File: config.mk
export PLATFORM = sky130hd
export DESIGN_NAME = top_seg_595
export DESIGN_NICKNAME = d
export VERILOG_FILES = /design/src/rtl/top_seg_595.sv
export SDC_FILE = /design/constraint.sdc
export NUM_CORES = 1
export LEC_CHECK = 0
export CAP_MARGIN = 10
export CORE_MARGIN = 2
export CORE_UTILIZATION = 51
export DETAILED_ROUTE_END_ITERATION = 12
export GPL_TIMING_DRIVEN = 0
export PLACE_DENSITY = 0.71
export SLEW_MARGIN = 20
export SYNTH_ARGS = -nofsm -noshare
export SYNTH_HDL_FRONTEND = slang
export SYNTH_SLANG_ARGS = --single-unit
File: constraint.sdc
create_clock -name sys_clk -period 38.9 [get_ports sys_clk]
set_clock_uncertainty 0.2 [all_clocks]
set_input_delay 7.78 -clock sys_clk [delete_from_list [all_inputs] [get_ports sys_clk]]
set_output_delay 7.78 -clock sys_clk [all_outputs]
set_load 0.05 [all_outputs]
File: src/rtl/top_seg_595.sv
// Six-digit counter display: a 0..999999 counter is scanned digit by digit onto a
// common-anode 7-segment module and shifted out serially through two 74HC595s.

module data_gen #(
  parameter int CNT_MAX = 4999999
) (
  input  logic        sys_clk,
  input  logic        sys_rst_n,
  output logic [19:0] data,
  output logic [5:0]  point,
  output logic        seg_en,
  output logic        sign
);
  localparam int             CNT_W   = $clog2(CNT_MAX + 2);
  localparam logic [CNT_W-1:0] CNT_TOP = CNT_W'(CNT_MAX);

  logic [CNT_W-1:0] cnt;

  // NOTE: sequential state uses non-blocking assignments so every register samples pre-edge values.
  always_ff @(posedge sys_clk or negedge sys_rst_n) begin
    if (!sys_rst_n) begin
      cnt  <= '0;
      data <= '0;
    end else begin
      cnt <= (cnt == CNT_TOP) ? '0 : cnt + 1'b1;
      if (cnt == CNT_TOP) data <= (data == 20'd999_999) ? '0 : data + 20'd1;
    end
  end

  assign point  = 6'b000000;
  assign seg_en = 1'b1;
  assign sign   = 1'b0;
endmodule

module seg_dynamic #(
  parameter int CNT_MAX = 49999
) (
  input  logic        sys_clk,
  input  logic        sys_rst_n,
  input  logic [19:0] data,
  input  logic [5:0]  point,
  input  logic        seg_en,
  input  logic        sign,
  output logic [5:0]  sel,
  output logic [7:0]  seg
);
  localparam int               CNT_W   = $clog2(CNT_MAX + 2);
  localparam logic [CNT_W-1:0] CNT_TOP = CNT_W'(CNT_MAX);
  localparam logic [3:0]       G_MINUS = 4'd10;
  localparam logic [3:0]       G_BLANK = 4'd11;

  logic [CNT_W-1:0] cnt;
  logic [2:0]       cnt_sel;
  logic [23:0]      bcd;
  logic [2:0]       msd;
  logic [3:0]       glyph [6];

  function automatic logic [7:0] seg_code(input logic [3:0] g);
    case (g)
      4'd0:    seg_code = 8'hC0;
      4'd1:    seg_code = 8'hF9;
      4'd2:    seg_code = 8'hA4;
      4'd3:    seg_code = 8'hB0;
      4'd4:    seg_code = 8'h99;
      4'd5:    seg_code = 8'h92;
      4'd6:    seg_code = 8'h82;
      4'd7:    seg_code = 8'hF8;
      4'd8:    seg_code = 8'h80;
      4'd9:    seg_code = 8'h90;
      G_MINUS: seg_code = 8'hBF;
      default: seg_code = 8'hFF;
    endcase
  endfunction

  // NOTE: blocking assignments here on purpose: each shift-add-3 step reads the previous step's result.
  always_comb begin
    bcd = '0;
    for (int i = 19; i >= 0; i--) begin
      for (int d = 0; d < 6; d++)
        if (bcd[4*d +: 4] >= 4'd5) bcd[4*d +: 4] = bcd[4*d +: 4] + 4'd3;
      bcd = {bcd[22:0], data[i]};
    end
  end

  // NOTE: every output gets a default before any condition, so no latch is inferred.
  always_comb begin
    msd = '0;
    for (int d = 0; d < 6; d++)
      if (bcd[4*d +: 4] != 4'd0) msd = 3'(d);
    for (int d = 0; d < 6; d++) begin
      glyph[d] = G_BLANK;
      if (3'(d) <= msd)                         glyph[d] = bcd[4*d +: 4];
      else if (sign && (3'(d) == msd + 3'd1))   glyph[d] = G_MINUS;
    end
  end

  always_ff @(posedge sys_clk or negedge sys_rst_n) begin
    if (!sys_rst_n) begin
      cnt     <= '0;
      cnt_sel <= '0;
      sel     <= '0;
      seg     <= 8'hFF;
    end else begin
      cnt <= (cnt == CNT_TOP) ? '0 : cnt + 1'b1;
      if (cnt == CNT_TOP) cnt_sel <= (cnt_sel == 3'd5) ? '0 : cnt_sel + 3'd1;
      // sel and seg come from the same cnt_sel so the lit digit and its pattern never skew.
      sel <= seg_en ? (6'b000001 << cnt_sel) : 6'b000000;
      seg <= {~point[cnt_sel], seg_code(glyph[cnt_sel])[6:0]};
    end
  end
endmodule

module hc595_ctrl (
  input  logic       sys_clk,
  input  logic       sys_rst_n,
  input  logic [5:0] sel,
  input  logic [7:0] seg,
  output logic       stcp,
  output logic       shcp,
  output logic       ds,
  output logic       oe
);
  logic [1:0]  cnt_4;
  logic [3:0]  cnt_bit;
  logic [13:0] frame;

  // sel[0] leaves first, seg[0] last, matching the daisy-chained 595 wiring.
  assign frame = {seg[0], seg[1], seg[2], seg[3], seg[4], seg[5], seg[6], seg[7], sel};

  always_ff @(posedge sys_clk or negedge sys_rst_n) begin
    if (!sys_rst_n) begin
      cnt_4   <= '0;
      cnt_bit <= '0;
      ds      <= 1'b0;
      shcp    <= 1'b0;
      stcp    <= 1'b0;
    end else begin
      cnt_4 <= cnt_4 + 2'd1;
      if (cnt_4 == 2'd3) cnt_bit <= (cnt_bit == 4'd13) ? '0 : cnt_bit + 4'd1;
      if (cnt_4 == 2'd0) ds <= frame[cnt_bit];
      if (cnt_4 == 2'd0)      shcp <= 1'b0;
      else if (cnt_4 == 2'd2) shcp <= 1'b1;
      stcp <= (cnt_bit == 4'd0) && (cnt_4 == 2'd0);
    end
  end

  assign oe = ~sys_rst_n;
endmodule

module seg_595_dynamic #(
  parameter int CNT_MAX = 49999
) (
  input  logic        sys_clk,
  input  logic        sys_rst_n,
  input  logic [19:0] data,
  input  logic [5:0]  point,
  input  logic        seg_en,
  input  logic        sign,
  output logic        stcp,
  output logic        shcp,
  output logic        ds,
  output logic        oe
);
  logic [5:0] sel;
  logic [7:0] seg;

  seg_dynamic #(.CNT_MAX(CNT_MAX)) seg_dynamic_inst (
    .sys_clk(sys_clk), .sys_rst_n(sys_rst_n), .data(data), .point(point),
    .seg_en(seg_en), .sign(sign), .sel(sel), .seg(seg)
  );

  hc595_ctrl hc595_ctrl_inst (
    .sys_clk(sys_clk), .sys_rst_n(sys_rst_n), .sel(sel), .seg(seg),
    .stcp(stcp), .shcp(shcp), .ds(ds), .oe(oe)
  );
endmodule

module top_seg_595 #(
  parameter int DATA_CNT_MAX = 4999999,
  parameter int SCAN_CNT_MAX = 49999
) (
  input  logic sys_clk,
  input  logic sys_rst_n,
  output logic stcp,
  output logic shcp,
  output logic ds,
  output logic oe
);
  logic [19:0] data;
  logic [5:0]  point;
  logic        seg_en;
  logic        sign;

  data_gen #(.CNT_MAX(DATA_CNT_MAX)) data_gen_inst (
    .sys_clk(sys_clk), .sys_rst_n(sys_rst_n), .data(data), .point(point),
    .seg_en(seg_en), .sign(sign)
  );

  seg_595_dynamic #(.CNT_MAX(SCAN_CNT_MAX)) seg_595_dynamic_inst (
    .sys_clk(sys_clk), .sys_rst_n(sys_rst_n), .data(data), .point(point),
    .seg_en(seg_en), .sign(sign), .stcp(stcp), .shcp(shcp), .ds(ds), .oe(oe)
  );
endmodule

After elaboration in Yosys (flattened, before gate mapping)
Memories as Yosys holds them, arrays and structs flattened. A register that Yosys moved wholly into a read port is not among the register bits.
Index checks and enable logic that the tools add are counted.

storage, ports and cells
  register bits = 85
  bits in read-only memories = 120
  input port bits = 2
  word-level logic and storage cells = 244
  memories = 2

operators by class
  add/subtract/negate cells = 63
  order comparisons = 66
  equal/unequal tests = 7
  shift-type cells = 1
  multiplexer cells = 81
  bitwise logic cells = 3
  reduce and logical (&&, ||, !) cells = 10

memory list
  memory           words  width  rd ports  clocked after memory_dff  wr ports  line  RTL
  (no name shown)  16     7      1         1                         0         59    case (g)
  (no name shown)  8      1      1         0                         0         108   seg <= {~point[cnt_sel], seg_code(glyph[cnt_sel])[6:0]};

operators with widths
  operator                                                                             number
  4-bit 2-to-1 mux                                                                     64
  4-bit by 3-bit greater-or-equal comparator with 1-bit output, second input constant  51
  4-bit by 2-bit adder with 4-bit output, second input constant                        50
  23-bit by 1-bit adder with 23-bit output, second input constant                      1
  23-bit equality test, second input constant                                          1
  23-bit 2-to-1 mux                                                                    1
  3-bit 2-to-1 mux                                                                     7
  20-bit by 1-bit adder with 20-bit output, second input constant                      1
  3-bit by 2-bit adder with 4-bit output, second input constant                        5
  20-bit equality test, second input constant                                          1
  20-bit 2-to-1 mux                                                                    1
  4-bit nonzero test                                                                   5
  3-bit greater-or-equal comparator, second input constant                             6
  16-bit by 1-bit adder with 16-bit output, second input constant                      1
  16-bit equality test, second input constant                                          1
  16-bit 2-to-1 mux                                                                    1
  4-bit binary-select mux with 3-bit select                                            1
  3-bit by 2-bit adder with 3-bit output, second input constant                        2
  1-bit by 3-bit <= comparator with 1-bit output, first input constant                 2
  2-bit by 3-bit <= comparator with 1-bit output, first input constant                 2
  3-bit <= comparator, first input constant                                            2
  1-bit by 3-bit << shifter with 6-bit output, first input constant                    1
  4-bit by 5-bit less-than comparator with 1-bit output, second input constant         1
  1-bit 2-to-1 mux                                                                     5
  16 further kinds                                                                     18

Longest topological paths before layout
Gate-level depths: netlist of run 1.

  word-level depth = 45
  mapped depth = 90

Cells and area by module
Synthesis of run 1 repeated with hierarchy kept, for this count alone.

unflattened totals
  cells, all modules = 1854
  area, all modules = 14024.7 um^2

by module, submodules not included
  module       times used  cells an instance  area an instance (um^2)
  seg_dynamic  1           1586               11305.8
  data_gen     1           221                2177.1
  hc595_ctrl   1           47                 541.8

Least setup slack after synthesis of run 1
OpenSTA, ideal clock, no wires.

  kind = register to register
  start point = register data_gen_inst.data[18]
  end point = register seg_595_dynamic_inst.seg_dynamic_inst.seg[3]
  library setup time = 0.090 ns
  arrival time = 16.842 ns
  required time = 38.610 ns
  slack = 21.769 ns
  cell stages (with the launch flop) = 86
  buffers on the path = 4
  period minus slack after synthesis = 17.131 ns
  cells stage by stage = dfrtp_1 -> buf_4 -> inv_1 -> ha_1 -> o21ai_2 -> xnor2_2 -> inv_1 -> ha_1 -> nand2b_1 -> a32oi_4 -> xnor2_1 -> inv_1 -> ha_1 -> nor2b_1 -> nor2_1 -> nor4_1 -> or2_2 -> or4_1 -> [... 50 more ...] -> a31oi_1 -> a21oi_1 -> nand2_1 -> nand2_1 -> xnor3_1 -> inv_1 -> ha_1 -> nand2b_1 -> a21oi_1 -> mux2_2 -> a21oi_2 -> nand4b_4 -> o41ai_1 -> a2bb2oi_2 -> ha_1 -> nand2b_1 -> a21oi_1 -> a211oi_1

between the ends
  word-level cells in the longest chain between the ends = 45
  elaborated cells between the ends (all ways) = 196

ends and longest elaborated chain
  element                                                                                                                 line  RTL
  start, declared                                                                                                         9     output logic [19:0] data,
  start signal, assigned                                                                                                  26    if (cnt == CNT_TOP) data <= (data == 20'd999_999) ? '0 : data + 20'd1;
  3-bit by 2-bit adder with 4-bit output or 3-bit greater-or-equal comparator (tied branches)                             80    if (bcd[4*d +: 4] >= 4'd5) bcd[4*d +: 4] = bcd[4*d +: 4] + 4'd3;
  4-bit 2-to-1 mux *                                                                                                      80
  4-bit by 2-bit adder with 4-bit output or 4-bit by 3-bit greater-or-equal comparator with 1-bit output (tied branches)  80
  4-bit 2-to-1 mux                                                                                                        80
  4-bit by 3-bit greater-or-equal comparator with 1-bit output or 4-bit by 2-bit adder with 4-bit output (tied branches)  80
  4-bit 2-to-1 mux                                                                                                        80
  4-bit by 2-bit adder with 4-bit output, or another cell as far along                                                    80
  4-bit 2-to-1 mux                                                                                                        80
  [... 25 more ...]                                                                                                       -
  4-bit 2-to-1 mux                                                                                                        80
  4-bit nonzero test                                                                                                      89    if (bcd[4*d +: 4] != 4'd0) msd = 3'(d);
  1-bit 2-to-1 mux                                                                                                        89
  3-bit 2-to-1 mux (4 in series)                                                                                          89
  3-bit <= comparator, or another cell as far along                                                                       92    if (3'(d) <= msd) glyph[d] = bcd[4*d +: 4];
  4-bit 2-to-1 mux                                                                                                        92
  4-bit binary-select mux with 3-bit select *                                                                             108
  4-bit 2-to-1 mux (not written as such) * (2 in series)                                                                  108
  end, declared                                                                                                           45    output logic [7:0] seg

Every way passes the cells marked *; elsewhere a longest branch is shown, timed or not. The select of a mux whose other input is x is not followed.
A chain may end at the register's enable or synchronous reset.

Worst setup path in the final report of run 1
Ends and elaborated chain as after synthesis.

==> results of run 1 <==
[cells in the final DEF (no fill, tap or decap), types with 13 or more instances in the layout]
| cell type | instances |
|---|---|
| nor2_1 | 174 |
| nand2_1 | 149 |
| a21oi_1 | 110 |
| nand3_1 | 96 |
| o21ai_0 | 91 |
| inv_1 | 82 |
| dfrtp_1 | 77 |
| nor3_1 | 76 |
| clkbuf_1 | 60 |
| ha_1 | 57 |
| xnor2_1 | 55 |
| o211ai_1 | 49 |
| nand4_1 | 37 |
| and3_1 | 31 |
| a211oi_1 | 29 |
| mux2i_1 | 29 |
| a21o_1 | 25 |
| nand2b_1 | 24 |
| a31oi_1 | 24 |
| or3_1 | 21 |
| xor2_1 | 21 |
| and2_1 | 19 |
| o2111ai_1 | 19 |
| nor4_1 | 19 |
| or2_2 | 18 |
| nor2b_1 | 17 |
| mux2_2 | 17 |
| o22ai_1 | 16 |
| o21ai_1 | 15 |
| a22oi_1 | 15 |
| o31ai_1 | 14 |
| o21a_1 | 14 |
| inv_2 | 14 |
| a32oi_1 | 13 |
| o211a_1 | 13 |
| a211o_1 | 13 |
[through the flow]
stage	std cells	worst slack [ps]
floorplan	1876	21770
global placement	2222	18980
detailed placement	2223	19060
CTS	2238	18960
global route	2238	17300
finish	2238	18670
[cell type report]
type / count / area, sq um / share of cell area
clock buffer: 10 / 229 / 0.0154
inverter: 103 / 392 / 0.0264
sequential: 84 / 2110 / 0.142
clock inverter: 5 / 30.0 / 0.00203
tap: 341 / 427 / 0.0288
timing repair buffer: 6 / 75.1 / 0.00506
buffer: 83 / 359 / 0.0242
multi-input combinational: 1606 / 11200 / 0.756
[cells by family (layout without fill, tap and decap cells)]
kind of cell	count (synthesis)	after routing	synth area share
multiplexers	57	57	0.0507
XOR/XNOR	86	86	0.0615
AND/OR/NAND/NOR	744	744	0.271
adder cells (fa/ha/maj)	57	57	0.0507
buffers and inverters	186	207	0.0534
AO/OA/AOI/OAI	662	662	0.362
flip-flops	84	84	0.150
[per-layer routing]
layer / vias up / wire [um] / global-route usage
met5: - / 0 / 0
met4: 0 / 501 / 0.0557
met3: 51 / 1720 / 0.0184
met2: 494 / 16900 / 0.418
met1: 6967 / 17500 / 0.348
li1: 7335 / - / -
[power groups by stage]
stage               combinational, W  clock (W)  sequential [W]
floorplan                0.000000222          0       0.0000890
global placement          0.00000218          0       0.0000890
detailed placement        0.00000250          0       0.0000890
CTS                       0.00000251  0.0000788       0.0000874
global route              0.00000279  0.0000816       0.0000873
finish                    0.00000236  0.0000766       0.0000874
[registers in the layout, indices dropped and copies added, names as in the netlist]
| signal | cells |
|---|---|
| seg_595_dynamic_inst.hc595_ctrl_inst.cnt_4 | 2 |
| seg_595_dynamic_inst.seg_dynamic_inst.cnt_sel | 3 |
| seg_595_dynamic_inst.seg_dynamic_inst.seg | 7 |
| seg_595_dynamic_inst.hc595_ctrl_inst.stcp | 1 |
| data_gen_inst.data | 20 |
| seg_595_dynamic_inst.seg_dynamic_inst.sel | 6 |
| seg_595_dynamic_inst.hc595_ctrl_inst.ds | 1 |
| seg_595_dynamic_inst.seg_dynamic_inst.cnt | 16 |
| data_gen_inst.cnt | 23 |
| seg_595_dynamic_inst.hc595_ctrl_inst.shcp | 1 |
| seg_595_dynamic_inst.hc595_ctrl_inst.cnt_bit | 4 |
[worst max-delay path, delay by kind of cell (launching register included)]
kind | cells | cell delay (ps)
compound gates | 26 | 6740
xor+xnor | 8 | 2560
fa+ha+maj | 13 | 3270
buf+inv | 15 | 2010
flops | 1 | 380
mux | 2 | 600
simple gates | 20 | 4340
[path summary, 6_finish.rpt]
path                                                              start                                      endpoint  slack [ps]  cells after the start
min                        seg_595_dynamic_inst.seg_dynamic_inst.cnt[0]  seg_595_dynamic_inst.seg_dynamic_inst.cnt[0]         260                      1
min in group asynchronous                                     sys_rst_n  seg_595_dynamic_inst.seg_dynamic_inst.sel[5]        7170                      1
max                                              data_gen_inst.data[18]  seg_595_dynamic_inst.seg_dynamic_inst.seg[3]       18670                     84
max reg2reg                                      data_gen_inst.data[18]  seg_595_dynamic_inst.seg_dynamic_inst.seg[3]       18670                     84
max in group asynchronous                                     sys_rst_n                         data_gen_inst.data[8]       30710                      2
min reg2reg                seg_595_dynamic_inst.seg_dynamic_inst.cnt[0]  seg_595_dynamic_inst.seg_dynamic_inst.cnt[0]         260                      1
[cell usage after synthesis, types with 13 or more instances]
library cell / n / area share
a21oi_1: 110 / 0.039
a22oi_1: 15 / 0.0080
nand4_1: 37 / 0.016
nand3_1: 96 / 0.034
and3_1: 31 / 0.014
mux2_2: 17 / 0.014
inv_2: 14 / 0.0037
or3_1: 21 / 0.0093
nor3_1: 76 / 0.027
a211oi_1: 29 / 0.015
mux2i_1: 29 / 0.021
nand2b_1: 24 / 0.011
inv_1: 82 / 0.022
a211o_1: 13 / 0.0081
and2_1: 19 / 0.0085
clkbuf_1: 59 / 0.016
or2_2: 18 / 0.0080
o21ai_1: 15 / 0.0053
nor2_1: 174 / 0.046
o21a_1: 14 / 0.0075
a32oi_1: 13 / 0.0081
o22ai_1: 16 / 0.0071
nor2b_1: 17 / 0.0076
nand2_1: 149 / 0.040
a21o_1: 25 / 0.013
o2111ai_1: 19 / 0.012
o31ai_1: 14 / 0.0075
xnor2_1: 55 / 0.034
xor2_1: 21 / 0.013
dfrtp_1: 77 / 0.14
a31oi_1: 24 / 0.011
o211ai_1: 49 / 0.026
ha_1: 57 / 0.051
o211a_1: 13 / 0.0093
nor4_1: 20 / 0.0089
o21ai_0: 91 / 0.032
==> flow_metrics.tcl, run 1 <==
set metrics [dict create \
    synth-seq-cells 84 \
    gp_congestion 0.905 \
    critPathSlowestCell "o311ai_1" \
    area_delta_synth_final_pct 5.46 \
    grt_pass1_vias 13590 \
    critPathArrivalTime_ps 20280 \
    num_vias 14847 \
    min_period_ps 20230 \
    fillers 2511 \
    setup_viol 0 \
    endpoint_kind "register" \
    whs_ps 260 \
    cp-start-kind "register" \
    die_h_um 170 \
    peakVddDrop_mv 0.0253 \
    cts.clk_slew.worst_paths_ps 60 \
    cts_tree "yes" \
    fin_nets 1952 \
    grt_usage 0.248 \
    outcome "complete, no violations" \
    io_pins 6 \
    grt_antenna_before_repair 0 \
    grt_max_degree 57 \
    synth-edff-count 0 \
    synth_area_sq_um 14100 \
    p_int_w 0.000130 \
    clk_path_buf_depth 2 \
    drc 0 \
    cellLeakagePower_nw 5.73 \
    p_clk_frac 0.461 \
    final_util 0.548 \
    drt-initial-drc-count 1293 \
    ant_nets 0 \
    clk_latency_ps 340 \
    final.setup.tns_ps 0 \
    die_w_um 170 \
    grt_pass1_wl_um 62600 \
    hp-class "register to register" \
    worstSetupPathType "register to register" \
    comb_power_share 0.014 \
    cts_root_buffer "clkbuf_16" \
    syn_inst 1876 \
    slew_headroom 0.315 \
    finalPower_w 0.000166 \
    htreeDepth 3 \
    maxCapViolCount 0 \
    synth_ff_type "dfrtp_1" \
    power_density_nw_per_um2 11.2 \
    die-area_sq_um 28900 \
    cts_made_buffers 9 \
    wl_um 36600 \
    hpwl_um 27700 \
    ctsResizeCount 0 \
    cts_sinks 84 \
    initial_utilization 0.520 \
    p_sw_frac 0.216 \
    max_stage_delay_ps 620 \
    rsz0062_at_grt "false" \
    fmax_mhz 49.4 \
    avgSynthCellArea_sq_um 7.49 \
    yosysWarnings 0 \
    synthArstFlopShare 1.00 \
    fp.coreArea_sq_um 27000 \
    critPathMaxFanout 10 \
    core.rowCount 60 \
    overflow 0 \
    fin_area_sq_um 14800 \
    vias_per_cell 6.63 \
    port_buffers 5 \
    drive_above_1_share 0.106 \
    hold_buffers 0 \
    insertedDiodeCount 0 \
    seq_area_frac_synth 0.150 \
    placed_area_sq_um 14600 \
    maxSlewViolCount 0 \
    synth_nets 1935 \
    dr.pass1.iters 6 \
    cp.required_ps 38950 \
    seq_power_share 0.525 \
    timing_hold_violations_final 0 \
    synth_cell_types 128 \
    fin_crit_sh 0.520 \
    routedWlPerCell_um 16.3 \
    cp_common_cell "ha_1" \
    switchingPower_w 0.0000360 \
    worstMarginPinSlew_ps 1020 \
    post_cts_buffers 0 \
]
(Power assumes the default switching activity.)
==> run 2: changes to the inputs <==
==> constraint.sdc (replaced) <==
create_clock -name sys_clk -period 20.9 [get_ports sys_clk]
set_clock_uncertainty 0.2 [all_clocks]
set_input_delay 4.18 -clock sys_clk [delete_from_list [all_inputs] [get_ports sys_clk]]
set_output_delay 4.18 -clock sys_clk [all_outputs]
set_load 0.05 [all_outputs]
==> run 2 against run 1 <==
Register-to-register slack lost 17000 ps. Largest power group unchanged. Critical path type unchanged. Critical endpoint unchanged. Sequential share of layout area shrank 0.084 points. Cell area grew 0.59%. Worst setup slack lost 17000 ps. Via count is essentially flat. Non-clock buffer count grew 4.
==> flow_metrics.tcl, run 2 (synthesis gave the netlist of run 1 again) <==
set metrics [dict create \
    outcome "complete, no violations" \
    cp-start-kind "register" \
    rsz0062_at_grt "false" \
    maxCapViolCount 0 \
    io_pins 6 \
    peakVddDrop_mv 0.0472 \
    timing_hold_violations_final 0 \
    clk_latency_ps 340 \
    cts_made_buffers 9 \
    p_clk_frac 0.461 \
    hp-class "register to register" \
    p_int_w 0.000243 \
    maxSlewViolCount 0 \
    hold_buffers 0 \
    setup_viol 0 \
    timing.rr.start "data_gen_inst.data[18]" \
    cts_tree "yes" \
    p_sw_frac 0.217 \
    cellLeakagePower_nw 5.78 \
    comb_power_share 0.014 \
    area_delta_synth_final_pct 6.08 \
    fmax_mhz 51.3 \
    critPathSlowestCell "o41ai_1" \
    die-area_sq_um 28900 \
    holdPathEnd "seg_595_dynamic_inst.seg_dynamic_inst.cnt[0]" \
    vias_per_cell 6.62 \
    htreeDepth 3 \
    routedWlPerCell_um 16.4 \
    port_buffers 5 \
    min_period_ps 19480 \
    insertedDiodeCount 0 \
    die_w_um 170 \
    reg2reg_depth 85 \
    gp_congestion 0.905 \
    worstMarginPinSlew_ps 1030 \
    final.setup.tns_ps 0 \
    max_stage_delay_ps 520 \
    fin_nets 1956 \
    seq_power_share 0.525 \
    drc 0 \
    cts_root_buffer "clkbuf_16" \
    endpoint_kind "register" \
    grt_antenna_before_repair 0 \
    dr.pass1.iters 8 \
    clk_path_buf_depth 2 \
    cp.required_ps 20950 \
    fin_crit_sh 0.932 \
    wl_um 36700 \
    grt_usage 0.248 \
    final_common_cell "nor2_1" \
    timing.rr.end "seg_595_dynamic_inst.seg_dynamic_inst.seg[3]" \
    largest_reg_flops 23 \
    cp_common_cell "ha_1" \
    core.rowCount 60 \
    final_cell_mix "nor2_1 (174), nand2_1 (149), a21oi_1 (109)" \
    stdcell_count 2242 \
    critPathMaxFanout 10 \
    grt_max_degree 57 \
    drive_above_1_share 0.112 \
    top_register "data_gen_inst.cnt" \
    ant_nets 0 \
    grt_pass1_vias 13590 \
    min_path_cells 1 \
    power_density_nw_per_um2 20.8 \
    r2r_setup_slack_ps 1420 \
    slew_headroom 0.310 \
    drt-initial-drc-count 1353 \
    min_from "seg_595_dynamic_inst.seg_dynamic_inst.cnt[0]" \
    overflow 0 \
    fp.coreArea_sq_um 27000 \
    grt_pass1_wl_um 62600 \
    cts.clk_slew.worst_paths_ps 60 \
    worstSetupPathType "register to register" \
    cts_sinks 84 \
    critPathArrivalTime_ps 19530 \
    switchingPower_w 0.0000671 \
    finalPower_w 0.000310 \
    biggestRegsByFlops "data_gen_inst.cnt: 23 flops, data_gen_inst.data: 20 flops, seg_595_dynamic_inst.seg_dynamic_inst.cnt: 16 flops" \
    die_h_um 170 \
    placed_cells 2223 \
    hpwl_um 27700 \
    num_vias 14844 \
    initial_utilization 0.520 \
]
==> run 2: changes by cell type in the layout (fill, tap and decap cells not counted), moves of 2 or more <==
cell      delta
xnor2_2      +2
buf_4        +4
xnor2_1      -2
a211oi_1     -2
==> run 2: worst max-delay path: cells and delay by family (launching register included) <==
kind	cells	cell delay, ps
AOI/OAI and AO/OA	27	6220
DFF	1	380
adders and majority gates	13	3220
xor gates and xnor gates	8	2510
muxes	2	600
and+or+nand+nor	19	4170
buffers and inverters	16	2040
==> run 2: worst max path at each step <==
| stage | startpoint | to | slack [ps] | depth (start not counted) |
|---|---|---|---|---|
| 2_1_floorplan | data_gen_inst.data[18] | seg_595_dynamic_inst.seg_dynamic_inst.seg[3] | 3770 | 85 |
| 3_3_place_gp | data_gen_inst.data[18] | seg_595_dynamic_inst.seg_dynamic_inst.seg[3] | 1540 | 84 |
| 3_5_place_dp | data_gen_inst.data[18] | seg_595_dynamic_inst.seg_dynamic_inst.seg[3] | 1060 | 84 |
| 4_1_cts | data_gen_inst.data[18] | seg_595_dynamic_inst.seg_dynamic_inst.seg[3] | 960 | 84 |
| 5_1_grt | data_gen_inst.data[18] | seg_595_dynamic_inst.seg_dynamic_inst.seg[3] | 100 | 87 |
| 6_report | data_gen_inst.data[18] | seg_595_dynamic_inst.seg_dynamic_inst.seg[3] | 1420 | 85 |
==> run 2: area by class of cell <==
class | instances | area (sq um)
buffer | 83 | 359
clock buffer | 10 | 229
clock inverter | 5 | 30.0
fill | 2506 | 12100
inverter | 103 | 392
multi-input combinational | 1606 | 11300
sequential | 84 | 2110
tap | 341 | 427
timing repair buffer | 10 | 105
==> run 2: metal layers <==
metal,up-vias,GRT usage,part of all wire
li1,7329,-,-
met1,6968,0.348,0.48
met2,492,0.418,0.46
met3,55,0.0184,0.046
met4,0,0.0557,0.014
met5,-,0,0
==> run 2: power groups by stage <==
| stage | combinational, W | sequential [W] | clock [W] |
|---|---|---|---|
| 6_report | 0.00000437 | 0.000163 | 0.000143 |
| 5_1_grt | 0.00000520 | 0.000163 | 0.000152 |
| 4_1_cts | 0.00000467 | 0.000163 | 0.000147 |
| 3_5_place_dp | 0.00000466 | 0.000166 | 0 |
| 3_3_place_gp | 0.00000406 | 0.000166 | 0 |
| 2_1_floorplan | 0.000000409 | 0.000166 | 0 |
==> run 2: timing repair <==
action | in CTS | in global routing
endpoints found under the hold margin | 0 | 0
gates resized for setup | 0 | 9
buffers inserted | 0 | 4
setup endpoints to repair | 0 | 7
==> run 2: per-stage QoR <==
stage	hold slack (ps)	worst slack [ps]	utilization	cell area (sq um)
after floorplan	225	3770	-	14100
after global placement	243	1540	0.538	14500
after detailed placement	253	1060	0.539	14600
after CTS	264	959	0.548	14800
after global routing	279	104	0.552	14900
final	260	1420	0.552	14900
